[config.mk]
export PLATFORM = sky130hd
export DESIGN_NAME = parallel_crc_framer_flat
export DESIGN_NICKNAME = d
export VERILOG_FILES = /design/src/rtl/parallel_crc_framer_pkg.sv /design/src/rtl/parallel_crc_framer_if.sv /design/src/rtl/crc16_ccitt_byte_engine.sv /design/src/rtl/parallel_crc_framer.sv /design/src/flat_wrapper.sv
export SDC_FILE = /design/constraint.sdc
export NUM_CORES = 1
export LEC_CHECK = 0
export BUFFER_PORTS_ARGS = -buffer_cell sky130_fd_sc_hd__buf_2
export CORE_MARGIN = 5
export CORE_UTILIZATION = 53
export DETAILED_ROUTE_END_ITERATION = 12
export PLACE_DENSITY = 0.85
export SLEW_MARGIN = 25
export SYNTH_ARGS = -nofsm -noshare
export SYNTH_HDL_FRONTEND = slang
export SYNTH_SLANG_ARGS = --single-unit
export TNS_END_PERCENT = 10
[constraint.sdc]
create_clock -name clk -period 3.2 [get_ports clk]
set_input_delay 0.32 -clock clk [delete_from_list [all_inputs] [get_ports clk]]
set_output_delay 0.32 -clock clk [all_outputs]
set_load 0.005 [all_outputs]
[src/rtl/parallel_crc_framer_pkg.sv]
// Shared definitions for the CRC framer: FSM states, CRC-16/CCITT constants
// and the byte-wide CRC step used by the engine and the pass-through path.
package parallel_crc_framer_pkg;

  typedef enum logic [1:0] {
    ST_IDLE   = 2'd0,
    ST_DATA   = 2'd1,
    ST_CRC_HI = 2'd2,
    ST_CRC_LO = 2'd3
  } state_t;

  localparam logic [15:0] CRC_INIT = 16'hFFFF;
  localparam logic [15:0] CRC_POLY = 16'h1021;

  // One CRC-16/CCITT step over a full byte, MSB first, no reflection.
  function automatic logic [15:0] crc16_byte(input logic [15:0] crc,
                                             input logic [7:0]  data);
    logic [15:0] c;
    c = crc ^ {data, 8'h00};
    for (int i = 0; i < 8; i++) begin
      if (c[15]) c = (c << 1) ^ CRC_POLY;
      else       c = c << 1;
    end
    return c;
  endfunction

endpackage

[src/rtl/parallel_crc_framer_if.sv]
// Byte-stream bus of the framer: upstream s_* channel and downstream m_* channel.
// master = the source/sink surrounding the framer, slave = the framer itself.
interface parallel_crc_framer_if;
  logic [7:0] s_data;
  logic       s_valid;
  logic       s_last;
  logic       s_ready;
  logic [7:0] m_data;
  logic       m_valid;
  logic       m_last;
  logic       m_ready;

  modport master (
    output s_data, s_valid, s_last, m_ready,
    input  s_ready, m_data, m_valid, m_last
  );

  modport slave (
    input  s_data, s_valid, s_last, m_ready,
    output s_ready, m_data, m_valid, m_last
  );
endinterface

[src/rtl/crc16_ccitt_byte_engine.sv]
// Registered CRC-16/CCITT accumulator, one byte per enabled cycle.
// init wins over enable so a frame's final byte and the reload can share an edge.
module crc16_ccitt_byte_engine
  import parallel_crc_framer_pkg::*;
(
  input  logic        clk,
  input  logic        reset,
  input  logic        enable,
  input  logic        init,
  input  logic [7:0]  data_in,
  output logic [15:0] crc_out
);

  logic [15:0] r_crc;

  // Accumulate accepted bytes; reload on reset or frame boundary/abort.
  always_ff @(posedge clk) begin
    if (reset || init) begin
      r_crc <= CRC_INIT;
    end else if (enable) begin
      r_crc <= crc16_byte(r_crc, data_in);
    end
  end

  assign crc_out = r_crc;

endmodule

[src/rtl/parallel_crc_framer.sv]
// Byte-stream framer: forwards payload with one cycle of latency, computes
// CRC-16/CCITT on the fly and optionally appends it (high byte first).
module parallel_crc_framer
  import parallel_crc_framer_pkg::*;
#(
  parameter bit APPEND_CRC = 1'b1,
  parameter int MAX_LEN    = 1024
) (
  input  logic                    clk,
  input  logic                    reset,
  parallel_crc_framer_if.slave    bus,
  input  logic                    i_abort,
  output logic [15:0]             o_crc_value,
  output logic                    o_frame_done,
  output logic                    o_len_err
);

  localparam logic [16:0] MAX_LEN_W = 17'(MAX_LEN);

  state_t      r_state;
  logic [7:0]  r_m_data;
  logic        r_m_valid;
  logic        r_m_last;
  logic [15:0] r_crc_value;
  logic        r_frame_done;
  logic        r_len_err;
  logic [15:0] r_byte_cnt;

  logic        w_out_free;
  logic        w_in_phase;
  logic        w_s_ready;
  logic        w_accept;
  logic        w_crc_lo_load;
  logic        w_done_passthru;
  logic        w_crc_en;
  logic        w_crc_init;
  logic [15:0] w_crc;
  logic [16:0] w_cnt_inc;

  // Output register can take a new byte when empty or being drained now.
  assign w_out_free      = !r_m_valid || bus.m_ready;
  assign w_in_phase      = (r_state == ST_IDLE) || (r_state == ST_DATA);
  assign w_s_ready       = w_in_phase && w_out_free && !reset;
  assign w_accept        = bus.s_valid && w_s_ready;
  assign w_crc_lo_load   = (r_state == ST_CRC_LO) && w_out_free;
  assign w_done_passthru = w_accept && bus.s_last && (APPEND_CRC == 1'b0);

  // Abort discards the byte; any frame completion reloads the CRC at once.
  assign w_crc_en   = w_accept && !i_abort;
  assign w_crc_init = i_abort || w_crc_lo_load || w_done_passthru;

  // A byte accepted in IDLE is the first of a new frame.
  assign w_cnt_inc = (r_state == ST_IDLE) ? 17'd1 : ({1'b0, r_byte_cnt} + 17'd1);

  crc16_ccitt_byte_engine u_crc (
    .clk     (clk),
    .reset   (reset),
    .enable  (w_crc_en),
    .init    (w_crc_init),
    .data_in (bus.s_data),
    .crc_out (w_crc)
  );

  // Framing FSM, output register, byte counter and status flags.
  always_ff @(posedge clk) begin
    if (reset) begin
      r_state      <= ST_IDLE;
      r_m_data     <= 8'h00;
      r_m_valid    <= 1'b0;
      r_m_last     <= 1'b0;
      r_crc_value  <= CRC_INIT;
      r_frame_done <= 1'b0;
      r_len_err    <= 1'b0;
      r_byte_cnt   <= 16'd0;
    end else if (i_abort) begin
      // crc_value and len_err keep reporting the last completed frame.
      r_state      <= ST_IDLE;
      r_m_valid    <= 1'b0;
      r_m_last     <= 1'b0;
      r_frame_done <= 1'b0;
      r_byte_cnt   <= 16'd0;
    end else begin
      r_frame_done <= 1'b0;
      if (w_out_free) begin
        r_m_valid <= 1'b0;
        r_m_last  <= 1'b0;
      end
      case (r_state)
        ST_IDLE, ST_DATA: begin
          if (w_accept) begin
            r_m_data  <= bus.s_data;
            r_m_valid <= 1'b1;
            // First byte of a frame clears the flag; later bytes only set it.
            r_len_err <= (w_cnt_inc > MAX_LEN_W) || (r_len_err && (r_state == ST_DATA));
            if (bus.s_last) begin
              if (APPEND_CRC) begin
                r_m_last   <= 1'b0;
                r_byte_cnt <= w_cnt_inc[15:0];
                r_state    <= ST_CRC_HI;
              end else begin
                r_m_last     <= 1'b1;
                r_byte_cnt   <= 16'd0;
                r_crc_value  <= crc16_byte(w_crc, bus.s_data);
                r_frame_done <= 1'b1;
                r_state      <= ST_IDLE;
              end
            end else begin
              r_m_last   <= 1'b0;
              r_byte_cnt <= w_cnt_inc[15:0];
              r_state    <= ST_DATA;
            end
          end
        end
        ST_CRC_HI: begin
          if (w_out_free) begin
            r_m_data  <= w_crc[15:8];
            r_m_valid <= 1'b1;
            r_m_last  <= 1'b0;
            r_state   <= ST_CRC_LO;
          end
        end
        ST_CRC_LO: begin
          if (w_crc_lo_load) begin
            r_m_data     <= w_crc[7:0];
            r_m_valid    <= 1'b1;
            r_m_last     <= 1'b1;
            r_crc_value  <= w_crc;
            r_frame_done <= 1'b1;
            r_byte_cnt   <= 16'd0;
            r_state      <= ST_IDLE;
          end
        end
        default: r_state <= ST_IDLE;
      endcase
    end
  end

  assign bus.s_ready   = w_s_ready;
  assign bus.m_data    = r_m_data;
  assign bus.m_valid   = r_m_valid;
  assign bus.m_last    = r_m_last;
  assign o_crc_value   = r_crc_value;
  assign o_frame_done  = r_frame_done;
  assign o_len_err     = r_len_err;

endmodule

[src/flat_wrapper.sv]
// flat-port wrapper written by rule: the top's interface ports become plain ports
module parallel_crc_framer_flat import parallel_crc_framer_pkg::*;
#(
  parameter bit APPEND_CRC = 1'b1,
  parameter int MAX_LEN    = 1024
)
  (clk, reset, i_abort, o_crc_value, o_frame_done, o_len_err, bus_s_data, bus_s_valid, bus_s_last, bus_m_ready, bus_s_ready, bus_m_data, bus_m_valid, bus_m_last);
  parallel_crc_framer_if bus_i ();
  input  logic clk;
  input  logic reset;
  input  logic i_abort;
  output logic [15:0] o_crc_value;
  output logic o_frame_done;
  output logic o_len_err;
  input wire logic [$bits(bus_i.s_data)-1:0] bus_s_data;
  input wire logic [$bits(bus_i.s_valid)-1:0] bus_s_valid;
  input wire logic [$bits(bus_i.s_last)-1:0] bus_s_last;
  input wire logic [$bits(bus_i.m_ready)-1:0] bus_m_ready;
  output wire logic [$bits(bus_i.s_ready)-1:0] bus_s_ready;
  output wire logic [$bits(bus_i.m_data)-1:0] bus_m_data;
  output wire logic [$bits(bus_i.m_valid)-1:0] bus_m_valid;
  output wire logic [$bits(bus_i.m_last)-1:0] bus_m_last;
  assign bus_i.s_data = bus_s_data;
  assign bus_i.s_valid = bus_s_valid;
  assign bus_i.s_last = bus_s_last;
  assign bus_i.m_ready = bus_m_ready;
  assign bus_s_ready = bus_i.s_ready;
  assign bus_m_data = bus_i.m_data;
  assign bus_m_valid = bus_i.m_valid;
  assign bus_m_last = bus_i.m_last;
  parallel_crc_framer #(.APPEND_CRC(APPEND_CRC), .MAX_LEN(MAX_LEN)) u_core (.clk(clk), .reset(reset), .bus(bus_i), .i_abort(i_abort), .o_crc_value(o_crc_value), .o_frame_done(o_frame_done), .o_len_err(o_len_err));
endmodule
==> impl_metrics.ini, run 1 <==
[status]
status = completed

[grt]
grt_max_degree = 30
grt_overflow = 0
grt_use_total_pct = 20.5
grt_pass1_wl_mm = 12.3
first_global_vias = 2511
grt_antenna_before_repair = 0

[critical_path]
cp_data_arrival_time_ns = 2.51
startpoint_type = flop
critical_path_peak_fanout = 26
crit_type = reg -> reg
cp-end-kind = flop
crit_required_ns = 3.41
r2r_slack_ns = 0.89

[place]
io_buffer_count = 42
dp_hpwl_mm = 5.18
dp_slack_ns = 0.935
dp_cells = 471
routabilityCongestion = 0.909

[layout]
nNetsFinal = 425
layout-drive-gt1-share_pct = 16.6
final_util_pct = 62.4
fin_cells = 487
multi_input_area_um2 = 1730
diodes = 0
fill_cells = 459
syn2layout_area_growth_pct = 12.6
register_area_um2 = 1240

[floorplan]
io_pins = 43
die-area_um2 = 7450
start_util_pct = 55.4
die_h_um = 86.3
core_um2 = 5570
row_count = 27
die_w_um = 86.3

[power]
p_sw_share_pct = 25.1
p_clk_share_pct = 41.5
p_int_mw = 1.19
seqPwrFrac_pct = 50.1
power_leakage_nw = 1.35
combPwrFrac_pct = 8.4
p_per_area_nw_per_um2 = 457
power.switching_mw = 0.398
vdd_drop_max_mv = 0.285

[sta]
slew_headroom_pct = 49.5
tns_ns = 0
finalSetupViolations = 0
slew_viol_final = 0
max_freq_mhz = 434
skew_ns = 0.00495
fin_ws_ns = 0.893
worstMarginPinSlew_ns = 0.756
rsz0062_at_grt = no
timing.hold.ws_ns = 0.298
hold_viol_final = 0
finalCritPeriodShare_pct = 72.1
fin_crit_ns = 2.31

[clock_tree]
clk_pin_slew_worst_paths_ns = 0.07
cts_hold_buf = 0
cts_resized = 0
cts.sinks = 62
clkLatencyLatePin_ns = 0.34
htreeDepth = 3
clk_path_buf_depth = 2
post_cts_buffers = 0
tritoncts = done
cts-buffers-inserted = 9
root_buffer = clkbuf_8

[routing]
drt-wirelength-per-cell_um = 15.1
routed_wl_mm = 7.33
drc_errors = 0
ant_nets = 0
vias = 2859
viasPerCell = 5.87
drtPass1Iterations = 5
drt_iter0_drc = 219

[synthesis]
synth-xor-area-share_pct = 8.23
synth_top_area_cell = dfxtp_1
synth_cells = 381
synth_edf_count = 0
synth_top_family_by_area = simple AND/OR/NAND/NOR gates
synth_compound_area_share_pct = 16.5
synthSimpleGateAreaFrac_pct = 26.9
netlist.area_leader.share_pct = 40.2
yosys-top-cells-count = nand2_1, dfxtp_1, a21oi_1
netlist_area_um2 = 3090
ys_seq_area_share_pct = 40.2
avgSynthCellArea_um2 = 8.10
yosysMostFrequentCell = nand2_1
syn_nets = 396
synth_cell_type_count = 46
synth_flop_cell = dfxtp_1
synth_fa_ha_area_share_pct = 0.405
synth_area_leaders = dfxtp_1, nand2_1, o211ai_1
async_flop_share_pct = 0
ys_ff_latch = 62
ys_warn_count = 0
muxShareOfSynthArea_pct = 3.93

[job]
maxCapViolations = 0

[min_path]
hold_class = in -> reg
-- layer usage --
metal	wire (um)	part of all wire [%]	vias to the layer above	GRT usage, %
li1	-	-	1397	-
met1	3430	47	1320	29.1
met2	3200	44	125	30.1
met3	571	7.8	17	3.80
met4	136	1.9	0	9.07
met5	0	0	-	0
-- worst paths after layout --
path	cells past startpoint	endpoint	from
worst max-delay path	5	u_core.o_len_err	u_core.r_state[1]
worst min-delay path	4	u_core.bus.m_last	bus_m_ready
worst max register to register	5	u_core.o_len_err	u_core.r_state[1]
worst min register to register	2	u_core.bus.m_data[6]	u_core.bus.m_data[6]
-- flip-flops by register name, indices dropped and copies added, names as in the netlist --
signal and flops:
u_core.o_crc_value 16, u_core.r_byte_cnt 16, u_core.u_crc.crc_out 16, u_core.bus.m_data 8
u_core.r_state 2, u_core.bus.m_last 1, u_core.bus.m_valid 1, u_core.o_frame_done 1
u_core.o_len_err 1
-- per-stage QoR --
stage / cell area [um^2] / power [mW]
after global routing: 3480 / 1.66
after global placement: 3290 / 0.939
after floorplan: 3090 / 0.906
final: 3480 / 1.59
after CTS: 3480 / 1.60
after detailed placement: 3290 / 0.943
-- cells in the final DEF, fill, tap and decap left out, types with 3 or more instances in the layout --
master | Yosys | final
nand2_1 | 74 | 74
dfxtp_1 | 62 | 62
buf_2 | 8 | 42
a21oi_1 | 31 | 31
nor2_1 | 27 | 26
o211ai_1 | 23 | 23
xnor2_1 | 18 | 18
nand3b_1 | 16 | 16
mux2i_1 | 11 | 11
xor2_1 | 11 | 11
nand3_1 | 10 | 10
o21ai_0 | 10 | 10
clkbuf_8 | 0 | 9
nor3_1 | 6 | 6
nand4_1 | 6 | 6
nand2b_1 | 5 | 5
and3_1 | 4 | 4
clkinv_2 | 0 | 4
nor4_1 | 3 | 3
nor2_2 | 2 | 3
a311oi_1 | 3 | 3
a22oi_1 | 3 | 3
-- area by class of cell --
type | instances | area share, %
Timing Repair Buffer | 44 | 6.47
Sequential cell | 62 | 35.7
Multi-Input combinational cell | 293 | 49.8
Tap cell | 72 | 2.59
Clock inverter | 7 | 1.87
Clock buffer | 9 | 3.56
-- critical path: stages (launching register included) --
cell and delay [ns]:
dfxtp_1 0.81, or2_1 0.32, nand2_1 0.11, or4_1 0.52, o311ai_1 0.29, a311oi_1 0.13
-- power groups by stage --
stage / combinational, mW / sequential [mW] / clock [mW]
3_5_place_dp: 0.130 / 0.813 / 0
2_1_floorplan: 0.0983 / 0.807 / 0
4_1_cts: 0.132 / 0.795 / 0.669
5_1_grt: 0.146 / 0.797 / 0.714
3_3_place_gp: 0.127 / 0.812 / 0
6_report: 0.133 / 0.795 / 0.660
-- kinds of logic (layout without fill, tap and decap cells) --
| group | after synthesis | in the layout |
|---|---|---|
| adders and majority gates | 1 | 1 |
| xor gates and xnor gates | 29 | 29 |
| AOI/OAI and AO/OA | 81 | 81 |
| DFF | 62 | 62 |
| buffers and inverters | 26 | 60 |
| and+or+nand+nor | 170 | 170 |
| muxes | 12 | 12 |
Power figures use the tool's default switching activity.
==> run 2: changes to the inputs <==
--- a/config.mk
+++ b/config.mk
@@ -7,7 +7,7 @@
 export LEC_CHECK = 0
 export BUFFER_PORTS_ARGS = -buffer_cell sky130_fd_sc_hd__buf_2
 export CORE_MARGIN = 5
-export CORE_UTILIZATION = 53
+export CORE_UTILIZATION = 51
 export DETAILED_ROUTE_END_ITERATION = 12
 export PLACE_DENSITY = 0.85
 export SLEW_MARGIN = 25
==> constraint.sdc (replaced) <==
create_clock -name clk -period 2 [get_ports clk]
set_input_delay 0.2 -clock clk [delete_from_list [all_inputs] [get_ports clk]]
set_output_delay 0.2 -clock clk [all_outputs]
set_load 0.005 [all_outputs]
==> run 2 against run 1 <==
First-iteration DRC count rose by 12%. Utilization fell by 1.7 points. Die area rose by 3.5%. Sequential share of layout area fell by 1.1 points. Largest power group unchanged.
==> impl_metrics.ini, run 2 (synthesis results as in run 1) <==
[power]
power.switching_mw = 0.659
p_sw_share_pct = 26.4
p_int_mw = 1.84
combPwrFrac_pct = 9.1
seqPwrFrac_pct = 50.8
p_clk_share_pct = 40.1
p_per_area_nw_per_um2 = 695
power_leakage_nw = 1.41
vdd_drop_max_mv = 0.596

[critical_path]
crit_required_ns = 2.20
r2r-start = u_core.r_byte_cnt[1]
reg2regPathDepth = 7
cp_data_arrival_time_ns = 2.08
path_cells = ha_4 -> xor2_1 -> nor2_1 -> a22oi_1 -> or4_1 -> o311ai_1 -> a311oi_1
r2r_slack_ns = 0.13
crit_type = reg -> reg
startpoint_type = flop
critPathMaxStageDelay_ns = 0.42
critical_path_peak_fanout = 5
r2r_end = u_core.o_len_err
cp-end-kind = flop
slowest_stage = or4_1

[min_path]
holdPathEnd = u_core.r_state[1]
hold_class = in -> reg
worst_hold_path.num_cells = 3
hold_path_startpoint = bus_s_last

[clock_tree]
tritoncts = done
post_cts_buffers = 0
clk_pin_slew_worst_paths_ns = 0.07
cts.sinks = 62
clkLatencyLatePin_ns = 0.34
root_buffer = clkbuf_8
clk_path_buf_depth = 2
htreeDepth = 3
cts-buffers-inserted = 9

[routing]
drt-wirelength-per-cell_um = 14.6
drc_errors = 0
drt_iter0_drc = 245
drtPass1Iterations = 6
vias = 2831
ant_nets = 0
routed_wl_mm = 7.36
viasPerCell = 5.62

[floorplan]
start_util_pct = 52.2
core_um2 = 5920
die_h_um = 87.8
row_count = 28
die-area_um2 = 7710
die_w_um = 87.8
io_pins = 43

[grt]
grt_overflow = 0
grt_antenna_before_repair = 0
grt_pass1_wl_mm = 12.0
grt_max_degree = 31
grt_use_total_pct = 19.9
first_global_vias = 2545

[sta]
fin_ws_ns = 0.127
finalSetupViolations = 0
skew_ns = 0.0106
finalCritPeriodShare_pct = 93.7
max_freq_mhz = 534
hold_viol_final = 0
fin_crit_ns = 1.87
worstMarginPinSlew_ns = 0.651
slew_viol_final = 0
slew_headroom_pct = 56.6

[layout]
diodes = 0
layout-drive-gt1-share_pct = 19.3
nNetsFinal = 439
syn2layout_area_growth_pct = 16.4
fin_cells = 504
fill_cells = 494
final_common_cell = nand2_1
layout_common_cells = nand2_1, dfxtp_1, buf_2

[place]
dp_slack_ns = 0.0945
dp_cells = 488
io_buffer_count = 42
routabilityCongestion = 0.916
dp_hpwl_mm = 5.24

[status]
status = completed

[job]
maxCapViolations = 0
run 2: changes by cell type in the layout (fill, tap and decap cells not counted), sizes merged:
cell      before  now
clkbuf         9   10
clkinvlp       2    1
buf           44   58
clkinv         4    5
bufinv         1    0
run 2: power groups by stage:
stage | logic (mW) | clock network [mW] | registers (mW)
after global placement | 0.219 | 0 | 1.29
after floorplan | 0.157 | 0 | 1.29
after detailed placement | 0.225 | 0 | 1.29
final | 0.227 | 1.00 | 1.27
after CTS | 0.227 | 1.02 | 1.27
after global routing | 0.251 | 1.08 | 1.27
run 2: layout make-up:
class                      count  area [um^2]  area share [%]
clock inverter                 6         47.5            1.32
tap                           75         93.8            2.61
sequential                    62         1240            34.5
multi-input combinational    293         1740            48.5
timing repair buffer          58          330            9.19
clock buffer                  10          138            3.83
run 2: how the worst max path moves through the flow:
stage / cells after the start / slack (ns) / from / end
floorplan: 7 / 0.21 / u_core.r_byte_cnt[0] / u_core.o_len_err
global placement: 7 / 0.18 / u_core.r_byte_cnt[1] / u_core.o_len_err
detailed placement: 7 / 0.09 / u_core.r_byte_cnt[1] / u_core.o_len_err
CTS: 7 / 0.08 / u_core.r_byte_cnt[1] / u_core.o_len_err
global route: 6 / -0.0004 / u_core.r_byte_cnt[2] / u_core.o_len_err
finish: 7 / 0.13 / u_core.r_byte_cnt[1] / u_core.o_len_err
run 2: metrics by stage:
stage,TNS (ns),area (um^2),total power [mW],utilization (%),hold WS [ns]
after detailed placement,0,3400,1.52,57.4,0.445
after global routing,-0.000373,3590,2.60,60.7,0.209
after floorplan,0,3090,1.45,-,0.389
after global placement,0,3400,1.51,57.4,0.442
final,0,3590,2.50,60.7,0.169
after CTS,0,3580,2.52,60.5,0.165
run 2: routing by layer:
metal	routed length [um]	vias up	track usage, %
met4	90	0	7.11
met2	3270	84	30.0
met5	0	-	0
li1	-	1432	-
met1	3540	1306	28.0
met3	456	9	4.42
run 2: what timing repair did:
item,CTS,global route
gates resized for setup,0,2
hold buffers,0,0
setup endpoints to repair,0,2
run 2: critical path: cells and delay by family, from the launching register on:
kind,cells,cell delay (ns)
AO/OA/AOI/OAI,3,0.50
XOR/XNOR,1,0.13
adder cells (fa/ha/maj),1,0.20
flip-flops,1,0.37
AND/OR/NAND/NOR,2,0.54
==> run 3: changes to the inputs <==
--- a/config.mk
+++ b/config.mk
@@ -7,7 +7,7 @@
 export LEC_CHECK = 0
 export BUFFER_PORTS_ARGS = -buffer_cell sky130_fd_sc_hd__buf_2
 export CORE_MARGIN = 5
-export CORE_UTILIZATION = 51
+export CORE_UTILIZATION = 53
 export DETAILED_ROUTE_END_ITERATION = 12
 export PLACE_DENSITY = 0.85
 export SLEW_MARGIN = 25
==> constraint.sdc (replaced) <==
create_clock -name clk -period 2.1 [get_ports clk]
set_input_delay 0.21 -clock clk [delete_from_list [all_inputs] [get_ports clk]]
set_output_delay 0.21 -clock clk [all_outputs]
set_load 0.005 [all_outputs]
==> run 3 against run 2 <==
Worst hold slack better by 0.017 ns. Power grew 6.7%. Worst setup slack improved by 0.021 ns. Die area fell by 3.3%. Cell area barely moved. Register-to-register slack gained 0.02 ns. Non-clock buffer count is 5 lower.
==> impl_metrics.ini, run 3 (synthesis results as in run 1) <==
[status]
status = completed

[layout]
fin_cells = 496
diodes = 0
layout-drive-gt1-share_pct = 17.7
final_util_pct = 64.4
final_common_cell = nand2_1
layout_common_cells = nand2_1, dfxtp_1, buf_2
nNetsFinal = 434
syn2layout_area_growth_pct = 16.3
post-route-cell-area_um2 = 3590

[place]
io_buffer_count = 42
place_area_um2 = 3340
routabilityCongestion = 0.903
dp_slack_ns = 0.0262
dp_hpwl_mm = 5.30
dp_cells = 478

[min_path]
hold_path_startpoint = bus_m_ready
hold_class = in -> reg

[clock_tree]
clkLatencyLatePin_ns = 0.34
htreeDepth = 3
clk_path_buf_depth = 2
cts_hold_buf = 0
tritoncts = done
cts-buffers-inserted = 9
clk_pin_slew_worst_paths_ns = 0.07
root_buffer = clkbuf_8
cts.sinks = 62

[grt]
grt_antenna_before_repair = 0
grt_pass1_wl_mm = 12.9
grt_use_total_pct = 21.6
first_global_vias = 2637
grt_overflow = 0
grt_max_degree = 31

[routing]
drtPass1Iterations = 5
routed_wl_mm = 7.60
viasPerCell = 5.83
drt-wirelength-per-cell_um = 15.3
vias = 2891
drt_iter0_drc = 276
ant_nets = 0
drc_errors = 0

[sta]
skew_ns = 0.0101
finalCritPeriodShare_pct = 93.0
worstMarginPinSlew_ns = 0.712
finalSetupViolations = 0
timing.hold.ws_ns = 0.186
max_freq_mhz = 512
fin_ws_ns = 0.148
tns_ns = 0
slew_headroom_pct = 52.5
slew_viol_final = 0
hold_viol_final = 0
fin_crit_ns = 1.95

[power]
p_clk_share_pct = 46.6
seqPwrFrac_pct = 45.3
power_mw = 2.66
power.switching_mw = 0.593
power_leakage_nw = 1.41
p_sw_share_pct = 22.3
p_per_area_nw_per_um2 = 741
vdd_drop_max_mv = 0.366
p_int_mw = 2.07
combPwrFrac_pct = 8.1

[floorplan]
start_util_pct = 55.4
die_w_um = 86.3
row_count = 27
io_pins = 43
die-area_um2 = 7450
die_h_um = 86.3
core_um2 = 5570

[critical_path]
startpoint_type = flop
r2r-start = u_core.r_byte_cnt[0]
crit_required_ns = 2.33
crit_type = reg -> reg
critical_path_peak_fanout = 7
cp_data_arrival_time_ns = 2.18
startpoint = u_core.r_byte_cnt[0]
cp-end-kind = flop

[job]
maxCapViolations = 0
==> run 3: worst paths after layout <==
kind,slack (ns),to,cells past startpoint
min,0.19,u_core.bus.m_last,4
max reg2reg,0.15,u_core.r_byte_cnt[10],8
max,0.15,u_core.r_byte_cnt[10],8
min reg2reg,0.45,u_core.bus.m_data[5],2
==> run 3: what timing repair did <==
item                       CTS  global route
setup endpoints to repair    0             3
buffers inserted             0             2
resized for setup            0             2
==> run 3: final cells by class <==
type / instances / area [um^2]
Fill cell: 447 / 1980
Multi-Input combinational cell: 293 / 1740
Sequential cell: 62 / 1240
Timing Repair Buffer: 53 / 293
Clock buffer: 12 / 135
Clock inverter: 4 / 95.1
Tap cell: 72 / 90.1
==> run 3: power by group through the flow <==
stage,Sequential [mW],Combinational [mW],Clock [mW]
after global placement,1.23,0.208,0
after detailed placement,1.23,0.212,0
after floorplan,1.23,0.150,0
after CTS,1.21,0.214,1.25
after global routing,1.21,0.238,1.32
final,1.21,0.216,1.24
==> run 3: critical path, stage by stage, from the launching register on <==
cell and delay [ns]:
dfxtp_1 0.43, ha_2 0.28, nand3_2 0.19, nor2_4 0.20, nand4_1 0.20, buf_4 0.20, a21o_1 0.16, a21oi_1 0.13
nor2_1 0.05
==> run 3: metal layers <==
| metal | vias up | global-route usage [%] | routed length, um |
|---|---|---|---|
| li1 | 1419 | - | - |
| met1 | 1339 | 30.1 | 3500 |
| met2 | 124 | 31.6 | 3410 |
| met3 | 9 | 5.89 | 590 |
| met4 | 0 | 8.50 | 100 |
| met5 | - | 0 | 0 |
